===== src/rtl/mc_ctrl_fsm.sv =====
// ---------------------------------------------------------------------------
// mc_ctrl_fsm
// Multi-cycle MIPS-style control unit. Sequences FETCH / DECODE / EXEC / MEM /
// WB / BRANCH / JUMP and falls into an absorbing TRAP on an illegal opcode or
// a memory wait timeout.
//
// Parameters
//   MEM_HS    : 1 = memory phases wait for mem_ready, 0 = single-cycle memory
//   WAIT_MAX  : max wait cycles per memory phase, 0 disables the timeout
//
// Ports
//   clk, rst        : clock, asynchronous active-high reset
//   Instruction     : memory read data, latched into IR when a fetch completes
//   mem_ready       : memory access completes this cycle (FETCH/MEM only)
//   PCWrite .. BNE  : 1-bit datapath controls
//   ALUSrcB, PCSrc, SigSize (2b), ALUOp (3b) : datapath selects
//   State (3b)      : current state encoding
//   Illegal, Timeout: sticky status flags, cleared only by reset
// ---------------------------------------------------------------------------
module mc_ctrl_fsm #(
  parameter int MEM_HS   = 1,
  parameter int WAIT_MAX = 15
) (
  input  logic        clk,
  input  logic        rst,
  input  logic [31:0] Instruction,
  input  logic        mem_ready,
  output logic        PCWrite,
  output logic        IRWrite,
  output logic        IorD,
  output logic        MemRead,
  output logic        MemWrite,
  output logic        MemtoReg,
  output logic        RegDst,
  output logic        RetAdd,
  output logic        RegWrite,
  output logic        ALUSrcA,
  output logic        ExtType,
  output logic        BEQ,
  output logic        BNE,
  output logic [1:0]  ALUSrcB,
  output logic [1:0]  PCSrc,
  output logic [1:0]  SigSize,
  output logic [2:0]  ALUOp,
  output logic [2:0]  State,
  output logic        Illegal,
  output logic        Timeout
);

  // A zero-width counter is not legal, so WAIT_MAX=0 still gets one bit.
  localparam int CW = (WAIT_MAX > 0) ? $clog2(WAIT_MAX + 1) : 1;

  typedef enum logic [2:0] {
    S_FETCH  = 3'd0,
    S_DECODE = 3'd1,
    S_EXEC   = 3'd2,
    S_MEM    = 3'd3,
    S_WB     = 3'd4,
    S_BRANCH = 3'd5,
    S_JUMP   = 3'd6,
    S_TRAP   = 3'd7
  } state_t;

  state_t        r_state, w_state_next;
  logic [31:0]   r_ir;
  logic [CW-1:0] r_wait_cnt, w_wait_cnt_next;
  logic          r_illegal, r_timeout;
  logic          w_illegal_set, w_timeout_set, w_ir_load;

  // Raw enables; the ones that can corrupt architectural state are masked by rst.
  logic w_pc_write, w_ir_write, w_mem_read, w_mem_write, w_reg_write;

  // Instruction fields and class decode from the held IR.
  logic [5:0] w_op, w_funct;
  logic       w_is_r, w_is_jr, w_is_jal, w_is_j, w_is_beq, w_is_bne;
  logic       w_is_load, w_is_store, w_is_imm_alu;

  assign w_op         = r_ir[31:26];
  assign w_funct      = r_ir[5:0];
  assign w_is_r       = (w_op == 6'h00);
  assign w_is_jr      = w_is_r && (w_funct == 6'b001000);
  assign w_is_j       = (w_op == 6'h02);
  assign w_is_jal     = (w_op == 6'h03);
  assign w_is_beq     = (w_op == 6'h04);
  assign w_is_bne     = (w_op == 6'h05);
  assign w_is_load    = (w_op inside {6'h20, 6'h21, 6'h23});
  assign w_is_store   = (w_op inside {6'h28, 6'h29, 6'h2B});
  assign w_is_imm_alu = (w_op inside {6'h08, 6'h0A, 6'h0C, 6'h0D, 6'h0E, 6'h0F});

  // Completion of a memory phase; without handshake every access is one cycle.
  logic w_done;
  assign w_done = (MEM_HS == 0) ? 1'b1 : mem_ready;

  // Timeout fires only when the counter has reached the limit and the access
  // is still outstanding; a completion in that cycle wins.
  logic w_at_limit;
  assign w_at_limit = (WAIT_MAX > 0) && (r_wait_cnt == CW'(WAIT_MAX));

  // Saturating increment used while a memory phase is stalled.
  logic [CW-1:0] w_wait_inc;
  assign w_wait_inc = (r_wait_cnt == {CW{1'b1}}) ? r_wait_cnt : r_wait_cnt + 1'b1;

  // State register, IR and status flags.
  always_ff @(posedge clk or posedge rst) begin
    if (rst) begin
      r_state    <= S_FETCH;
      r_ir       <= 32'd0;
      r_wait_cnt <= '0;
      r_illegal  <= 1'b0;
      r_timeout  <= 1'b0;
    end else begin
      r_state    <= w_state_next;
      r_wait_cnt <= w_wait_cnt_next;
      if (w_ir_load)     r_ir      <= Instruction;
      if (w_illegal_set) r_illegal <= 1'b1;
      if (w_timeout_set) r_timeout <= 1'b1;
    end
  end

  // Next-state and output decode.
  always_comb begin
    w_state_next    = r_state;
    w_wait_cnt_next = '0;
    w_illegal_set   = 1'b0;
    w_timeout_set   = 1'b0;
    w_ir_load       = 1'b0;
    w_pc_write      = 1'b0;
    w_ir_write      = 1'b0;
    w_mem_read      = 1'b0;
    w_mem_write     = 1'b0;
    w_reg_write     = 1'b0;
    IorD            = 1'b0;
    MemtoReg        = 1'b0;
    RegDst          = 1'b0;
    RetAdd          = 1'b0;
    ALUSrcA         = 1'b0;
    ExtType         = 1'b0;
    BEQ             = 1'b0;
    BNE             = 1'b0;
    ALUSrcB         = 2'b00;
    PCSrc           = 2'b00;
    SigSize         = 2'b11;
    ALUOp           = 3'b000;

    case (r_state)
      S_FETCH: begin
        w_mem_read = 1'b1;
        SigSize    = 2'b10;
        ALUSrcB    = 2'b01;
        if (w_done) begin
          w_ir_write   = 1'b1;
          w_pc_write   = 1'b1;
          w_ir_load    = 1'b1;
          w_state_next = S_DECODE;
        end else if (w_at_limit) begin
          w_timeout_set = 1'b1;
          w_state_next  = S_TRAP;
        end else begin
          w_wait_cnt_next = w_wait_inc;
        end
      end

      S_DECODE: begin
        ALUSrcB = 2'b11;
        if (w_is_jr || w_is_j || w_is_jal) begin
          w_state_next = S_JUMP;
        end else if (w_is_r || w_is_imm_alu || w_is_load || w_is_store) begin
          w_state_next = S_EXEC;
        end else if (w_is_beq || w_is_bne) begin
          w_state_next = S_BRANCH;
        end else begin
          w_illegal_set = 1'b1;
          w_state_next  = S_TRAP;
        end
      end

      S_EXEC: begin
        ALUSrcA = 1'b1;
        if (w_is_r) begin
          ALUSrcB = 2'b00;
          ALUOp   = 3'b010;
        end else begin
          ALUSrcB = 2'b10;
          case (w_op)
            6'h0A:   ALUOp = 3'b111;
            6'h0C:   ALUOp = 3'b011;
            6'h0D:   ALUOp = 3'b100;
            6'h0E:   ALUOp = 3'b101;
            6'h0F:   ALUOp = 3'b110;
            default: ALUOp = 3'b000;
          endcase
        end
        // Logical immediates are zero-extended, everything else sign-extended.
        ExtType      = (w_op inside {6'h0C, 6'h0D, 6'h0E});
        w_state_next = (w_is_load || w_is_store) ? S_MEM : S_WB;
      end

      S_MEM: begin
        IorD        = 1'b1;
        // Low two opcode bits distinguish byte / half / word for both loads and stores.
        case (w_op[1:0])
          2'b00:   SigSize = 2'b00;
          2'b01:   SigSize = 2'b01;
          default: SigSize = 2'b10;
        endcase
        w_mem_read  = w_is_load;
        w_mem_write = w_is_store;
        if (w_done) begin
          w_state_next = w_is_load ? S_WB : S_FETCH;
        end else if (w_at_limit) begin
          w_timeout_set = 1'b1;
          w_state_next  = S_TRAP;
        end else begin
          w_wait_cnt_next = w_wait_inc;
        end
      end

      S_WB: begin
        w_reg_write  = 1'b1;
        RegDst       = w_is_r;
        MemtoReg     = w_is_load;
        w_state_next = S_FETCH;
      end

      S_BRANCH: begin
        ALUSrcA      = 1'b1;
        ALUOp        = 3'b001;
        BEQ          = w_is_beq;
        BNE          = w_is_bne;
        w_state_next = S_FETCH;
      end

      S_JUMP: begin
        w_pc_write   = 1'b1;
        PCSrc        = w_is_jr ? 2'b11 : 2'b10;
        w_reg_write  = w_is_jal;
        RetAdd       = w_is_jal;
        w_state_next = S_FETCH;
      end

      default: begin
        // TRAP: all outputs at their idle values, no way out except reset.
        w_state_next = S_TRAP;
      end
    endcase
  end

  assign PCWrite  = w_pc_write  & ~rst;
  assign IRWrite  = w_ir_write  & ~rst;
  assign MemRead  = w_mem_read  & ~rst;
  assign MemWrite = w_mem_write & ~rst;
  assign RegWrite = w_reg_write & ~rst;

  assign State   = r_state;
  assign Illegal = r_illegal;
  assign Timeout = r_timeout;

endmodule

===== config.mk =====
export PLATFORM = sky130hd
export DESIGN_NAME = mc_ctrl_fsm
export DESIGN_NICKNAME = d
export VERILOG_FILES = /design/src/rtl/mc_ctrl_fsm.sv
export SDC_FILE = /design/constraint.sdc
export NUM_CORES = 1
export LEC_CHECK = 0
export ABC_AREA = 1
export BUFFER_PORTS_ARGS = -buffer_cell sky130_fd_sc_hd__buf_2
export CORE_UTILIZATION = 40
export DETAILED_ROUTE_END_ITERATION = 12
export GPL_TIMING_DRIVEN = 0
export PLACE_DENSITY = 0.71
export SYNTH_ARGS = -nofsm -noshare
export SYNTH_HDL_FRONTEND = slang
export SYNTH_SLANG_ARGS = --single-unit

===== constraint.sdc =====
create_clock -name clk -period 1.8 [get_ports clk]
set_input_delay 0 -clock clk [delete_from_list [all_inputs] [get_ports clk]]
set_output_delay 0 -clock clk [all_outputs]
set_load 0.02 [all_outputs]

### After elaboration in Yosys (flattened, before gate mapping)

Index checks and enable logic that the tools add are counted.

* register bits after elaboration: 41
* bits of input ports: 35
* output and inout bits: 27
* logic and storage cells: 97

* $add $sub $neg: 1
* eq/ne operators: 25
* mux-type cells: 42
* bitwise gates (word level): 6
* reductions and logical operators: 18

Operator list (number)
* $eq A6 B4 Y1 const B: 7
* $eq A6 B6 Y1 const B: 6
* $pmux W3 S5: 2
* $mux W3: 8
* $mux W1: 19
* $eq A6 B2 Y1 const B: 2
* $eq A6 B3 Y1 const B: 2
* $mux W4: 3
* $eq A3 B3 Y1 const B: 3
* $reduce_bool A3 Y1: 3
* $pmux W2 S2: 2
* $logic_or A1 B1 Y1: 7
* $eq A3 B2 Y1 const B: 2
* $logic_not A6 Y1: 1
* $mux W2: 3
* $pmux W1 S2: 3
* $pmux W2 S3: 1
* $pmux W3 S2: 1
* $reduce_bool A6 Y1: 1
* $and A1 B1 Y1: 5
* $add A4 B1 Y4 const B: 1
* $eq A4 B4 Y1 const B: 1
* $reduce_or A2 Y1: 2
* $eq A3 B1 Y1 const B: 1
* other kinds (6): 6

### Longest topological paths before layout

Gate-level depths: netlist of the first run.

* depth after elaboration: 8
* depth in mapped cells: 8
* gate-level depth less buffers: 8

### Worst setup path before layout of the first run

Ideal clock, no wire load.

* kind: reg-to-output
* start point: register r_state[2] (netlist: State[2])
* end point: output ALUOp[1]
* arrival: 1.555 ns
* data required time: 1.800 ns
* path slack: 0.245 ns
* cell stages (with the launch flop): 6
* buffers on the path: 0
* cell sequence: dfrtp_1 -> nor2_4 -> nand2_1 -> inv_1 -> nand3_1 -> o31ai_1

* longest elaborated chain between the ends: 2
* elaborated cells on any way between the ends: 3
* those cells by class: 2 x eq/ne; 1 x mux

RTL lines
* from (decl): RTL line 64 `state_t r_state, w_state_next;`
* from (signal assigned): RTL line 112 `r_state <= w_state_next;`
* $eq A3 B3 Y1 or $eq A3 B2 Y1 (tied branches): RTL line 145 `case (r_state)`
* $pmux W3 S2 (*): RTL line 145
* to (decl): RTL line 44 `output logic [2:0] ALUOp,`

Mark *: on every way between the ends. The rest lies on a longest branch, timed or not.

### Worst setup path after layout of the first run

* start point: register r_ir[26]
* end point: output ALUOp[1]

* longest elaborated chain between the ends: 4
* elaborated cells on any way between the ends: 9
* those cells by class: 5 x eq/ne; 3 x mux; 1 x reduce/logical

RTL lines
* from (decl): RTL line 65 `logic [31:0] r_ir;`
* from (signal assigned): RTL line 114 `if (w_ir_load) r_ir <= Instruction;`
* $eq A6 B4 Y1: RTL line 184 `case (w_op)`
* $pmux W3 S5: RTL line 184
* $mux W3 (*): RTL line 179 `if (w_is_r) begin`
* $pmux W3 S2 (*): RTL line 145

Marks and branches as above.

==> results of run 1 <==
how the worst min path moves through the flow:
| stage | startpoint | end | slack, ns | depth (start not counted) |
|---|---|---|---|---|
| after floorplan | rst | Illegal | -0.01 | 1 |
| after global placement | Instruction[4] | r_ir[4] | 0.23 | 2 |
| after detailed placement | Instruction[30] | r_ir[30] | 0.23 | 2 |
| after CTS | rst | RegWrite | 0.32 | 3 |
| after global routing | rst | RegWrite | 0.34 | 3 |
| final | rst | RegWrite | 0.32 | 3 |
power by group through the flow:
stage               clock, mW  combinational (mW)  sequential [mW]
global placement            0              0.0291            0.481
global route            0.261              0.0580            0.472
floorplan                   0             0.00947            0.481
finish                  0.235              0.0528            0.472
CTS                     0.235              0.0525            0.472
detailed placement          0              0.0295            0.481
critical path, delay by kind of cell, from the launching register on:
family                 cells  cell delay, ns
DFF                        1            0.47
buffers and inverters      1            0.21
and+or+nand+nor            4            0.64
AOI/OAI and AO/OA          1            0.07
cells by family after synthesis:
group	synth area share
xor+xnor	0.0138
compound gates	0.0855
mux	0.0708
flops	0.413
fa+ha+maj	0.00983
simple gates	0.321
buf+inv	0.0865
metrics by stage:
stage	total power [mW]	worst slack [ns]	std cells	instance area [sq um]	setup TNS (ns)
detailed placement	0.510	0.331	253	1530	0
global placement	0.510	0.349	253	1530	0
CTS	0.760	0.00890	271	1700	0
floorplan	0.490	0.245	168	1270	0
finish	0.760	0.101	272	1730	0
global route	0.791	-0.0155	272	1730	-0.0155
routing by layer:
metal | vias to the layer above | share of wire | track usage
met1 | 600 | 0.45 | 0.265
li1 | 662 | - | -
met5 | - | 0 | 0
met3 | 7 | 0.062 | 0.0330
met2 | 41 | 0.47 | 0.322
met4 | 0 | 0.018 | 0.0782
sequential cells by signal, indices dropped and copies added (netlist names):
| name | count |
|---|---|
| r_wait_cnt | 4 |
| State | 3 |
| Illegal | 1 |
| r_ir | 12 |
| Timeout | 1 |
synthesized netlist by cell type, types with 2 or more instances:
master    n
a21oi_1  13
dfrtp_1  21
inv_1    20
inv_2     3
mux2_4    6
nand2_1  30
nand2_2   2
nand3_1  20
nor2_1   31
nor2_2    2
nor3_1    3
o21ai_0   3
o31ai_1   3
cell type report:
| type | count | area [sq um] |
|---|---|---|
| plain buffers | 2 | 18.8 |
| well taps | 44 | 55.1 |
| fillers | 296 | 1300 |
| flip-flops and latches | 21 | 528 |
| clock buffers | 3 | 22.5 |
| multi-input cells | 121 | 652 |
| repair buffers | 56 | 353 |
| clock inverters | 1 | 5.00 |
| inverters | 24 | 91.3 |
timing repair:
action                     CTS  global route
resized for setup            1             6
hold endpoints to repair    34             0
hold buffers                14             0
buffers inserted             0             1
setup endpoints to repair    1             4
==> metrics.yaml, run 1 <==
status: "finished clean"
final_cell_mix: "buf_2, nor2_1, nand2_1"
timing.rr.end: "r_ir[0]"
clkLatencyLatePin_ns: 0.31
worst_path_most_repeated_cell: "nand2_1"
period_share: 0.944
ant_nets: 0
port-buffer-count: 41
crit_type: "reg2out"
grt-ovfl-total: 0
synthesis.area_sq_um: 1270
vias_per_cell: 4.82
crit_path_top_delay_cell: "dfrtp_1"
dominantRegCellSynth: "dfrtp_1"
cts_max_level: 1
maxCapViolations: 0
grt_max_degree: 22
p_switching_mw: 0.174
pin_count: 62
ys_seq_area_frac: 0.413
wl_mm: 3.08
pwr-share-seq: 0.621
hold_ws_ns: 0.324
cts-root-buf: "clkbuf_4"
relSlewSlack: 0.366
rsz0062_at_grt: "true"
routabilityCongestion: 0.828
worst_slew_pin_slew_ns: 0.948
fmax_mhz: 589
syn_inst: 168
mostFrequentLayoutCell: "buf_2"
cts.sinks: 21
crit_path_start: "r_ir[26]"
hold_violations: 0
avgSynthCellArea_sq_um: 7.57
crit_path_max_incr_delay_ns: 0.47
r2r_cells: 6
n_antenna_cell: 0
dr.pass1.iters: 4
setup_viol: 0
endpoint: "ALUOp[1]"
grt_antenna_before_repair: 0
yosysWarnings: 0
grt_usage: 0.198
die_w_microns: 58.4
wl_per_cell_microns: 11.3
layout.nets: 265
sw_frac_of_total: 0.229
ys_seq_elements: 21
arrival_ns: 1.70
fp.dieArea_sq_um: 3410
synth_enable_flop_cells: 0
grt_pass1_vias: 1200
r2r_slack_ns: 0.36
drc_errors: 0
fin_skew_ns: 0.00471
crit_path_cell_trace: "nor2_1, nand3_2, nand2_1, nand2_1, o31ai_1, buf_2"
clockBufferDepth: 2
hp-class: "in2out"
yosys.area.top_type: "dfrtp_1"
worstPathRequired_ns: 1.80
p_int_mw: 0.586
synthTopCellsByArea: "dfrtp_1, nor2_1, nand2_1, nand3_1, mux2_4"
async_flop_share: 1.00
vias: 1310
p_leak_nw: 0.950
rows: 20
maxSlewViolCount: 0
power_frac_comb: 0.069
ir_drop_mv: 0.385
core_area_sq_um: 3030
fin_util: 0.570
period_minus_slack_ns: 1.70
powerDensity_nw_per_um2: 440
endpoint_kind: "primary output"
clk_pin_slew_ns: 0.12
drive_above_1_share: 0.311
initial_core_util: 0.420
area_growth_pct: 35.6
numCtsBuffers: 3
r2r_start: "State[1]"
clock_power_share: 0.310
cts_tree: "yes"
critPathLaunchType: "flip-flop"
synth_nets: 204
die_h_microns: 58.4
dp_hpwl_mm: 2.23
crit_fanout: 6
ys_types: 24
grt_pass1_wl_mm: 5.10
synth_top_area_share: 0.413
drt_iter0_markers: 48
Note: power is estimated with default switching activity, not from simulation.
==> run 2, diff against run 1 <==
CELL_PAD_IN_SITES_DETAIL_PLACEMENT = 0   (was not set)
CELL_PAD_IN_SITES_GLOBAL_PLACEMENT = 1   (was not set)
CORE_UTILIZATION = 31   (was 40)
PLACE_DENSITY = not set   (was 0.71)
PLACE_DENSITY_LB_ADDON = 0.1   (was not set)
clock period = 1.95 ns   (was 1.8 ns; I/O delays follow)
==> run 2 against run 1 <==
First-iteration DRC count down 8.3%. Hold slack better by 0.023 ns. Count of clock-buffer cells in the layout is the same. Wire length up 7.1%. Die area rose by 28%. Combinational power is 6.6% lower. Sequential power decreased by 7.8%. Via count shrank 1.4%. Critical path type unchanged. Largest power group unchanged. Highest routed layer unchanged.
==> metrics.yaml, run 2 (same netlist as run 1, synthesis figures left out) <==
fmax_mhz: 583
core_area_sq_um: 3800
regMostFlops: "r_ir"
fin_skew_ns: 0.00242
clockBufferDepth: 2
design_area_sq_um: 1730
cts-root-buf: "clkbuf_8"
die_w_microns: 66.1
place_area_sq_um: 1540
pin_count: 62
drc_errors: 0
powerDensity_nw_per_um2: 451
hold_ws_ns: 0.347
largest_reg_flops: 12
grt_antenna_before_repair: 0
fp.dieArea_sq_um: 4370
worst_slew_pin_slew_ns: 0.487
p_leak_nw: 0.949
clkLatencyLatePin_ns: 0.26
hp-class: "in2async"
worstPathRequired_ns: 1.95
status: "finished clean"
port-buffer-count: 41
crit_fanout: 8
grt_pass1_wl_mm: 5.56
vias_per_cell: 4.70
drive_above_1_share: 0.286
clk_pin_slew_ns: 0.08
grt_max_degree: 23
wl_per_cell_microns: 12.0
period_minus_slack_ns: 1.72
grt_pass1_vias: 1252
cts.sinks: 21
ant_nets: 0
wl_mm: 3.30
drt_iter0_markers: 44
tns_ns: 0
rsz0062_at_grt: "false"
area_growth_pct: 36.0
relSlewSlack: 0.673
routabilityCongestion: 0.838
grt-ovfl-total: 0
layout.nets: 264
dp_hpwl_mm: 2.56
ir_drop_mv: 0.239
fillCellCount: 412
setup_viol: 0
mostFrequentLayoutCell: "buf_2"
endpoint_kind: "primary output"
crit_path_top_delay_cell: "dfrtp_1"
cts_tree: "yes"
numCtsBuffers: 3
cp_top_family: "flip-flops"
path_buf_inv: 2
maxCapViolations: 0
hold_violations: 0
crit_type: "reg2out"
period_share: 0.880
maxSlewViolCount: 0
arrival_ns: 1.72
crit_path_cell_trace: "nor2_4, nand2_1, inv_1, nand3_1, o31ai_1, buf_2"
n_antenna_cell: 0
cts_max_level: 1
initial_core_util: 0.335
dr.pass1.iters: 4
die_h_microns: 66.1
crit_path_max_incr_delay_ns: 0.49
critPathLaunchType: "flip-flop"
grt_usage: 0.170
rows: 22
final_cell_mix: "buf_2, nor2_1, nand2_1"
vias: 1292
## run 2: power by group
part,switching (mW),leakage (nW),internal [mW],total (mW)
registers,0,0.241,0.435,0.435
clock network,0.152,0.0217,0.144,0.296
logic,0.0203,0.686,0.0291,0.0493
## run 2: repair_timing
item / CTS / global route
hold endpoints to repair: 34 / 0
setup endpoints to repair: 0 / 2
buffers inserted: 0 / 0
gates resized for setup: 0 / 1
hold buffers: 14 / 0
## run 2: per-stage QoR
step	utilization	instances	total power, mW	setup slack, ns
3_3_place_gp	0.405	257	0.471	0.509
2_1_floorplan	-	168	0.452	0.395
5_1_grt	0.456	275	0.821	0.0538
4_1_cts	0.455	275	0.792	0.0410
6_report	0.456	275	0.781	0.234
3_5_place_dp	0.405	257	0.472	0.502
## run 2: worst register-to-register path: stages (launching register included)
cell	delay, ns
dfrtp_1	0.45
nor2_1	0.31
nand3_2	0.20
nor2_1	0.15
nor2_1	0.07
o21ai_0	0.08
nand2_1	0.08
nand2_1	0.07
## run 2: path summary, 6_finish.rpt
kind / startpoint / end / slack, ns / depth (start not counted)
max reg2reg: r_ir[26] / State[2] / 0.49 / 7
max in group asynchronous: rst / State[2] / 1.32 / 3
max: State[2] / ALUOp[1] / 0.23 / 6
min: rst / r_ir[0] / 0.35 / 3
min in group clk: r_wait_cnt[0] / r_wait_cnt[0] / 0.46 / 1
min reg2reg: r_wait_cnt[0] / r_wait_cnt[0] / 0.46 / 1
## run 2: layout make-up
class	count	area [sq um]	area share
Sequential cell	21	526	0.304
Clock buffer	3	41.3	0.0239
Timing Repair Buffer	55	345	0.200
Tap cell	48	60.1	0.0347
Buffer	2	18.8	0.0108
Clock inverter	1	7.51	0.00434
Multi-Input combinational cell	121	637	0.368
Inverter	24	95.1	0.0550
## run 2: metal layers
metal / part of all wire / GRT usage / routed length (microns) / vias up
met3: 0.036 / 0.0259 / 120 / 2
met2: 0.48 / 0.282 / 1580 / 32
met5: 0 / 0 / 0 / -
met1: 0.48 / 0.225 / 1570 / 598
met4: 0.0070 / 0.0532 / 23 / 0
li1: - / - / - / 660
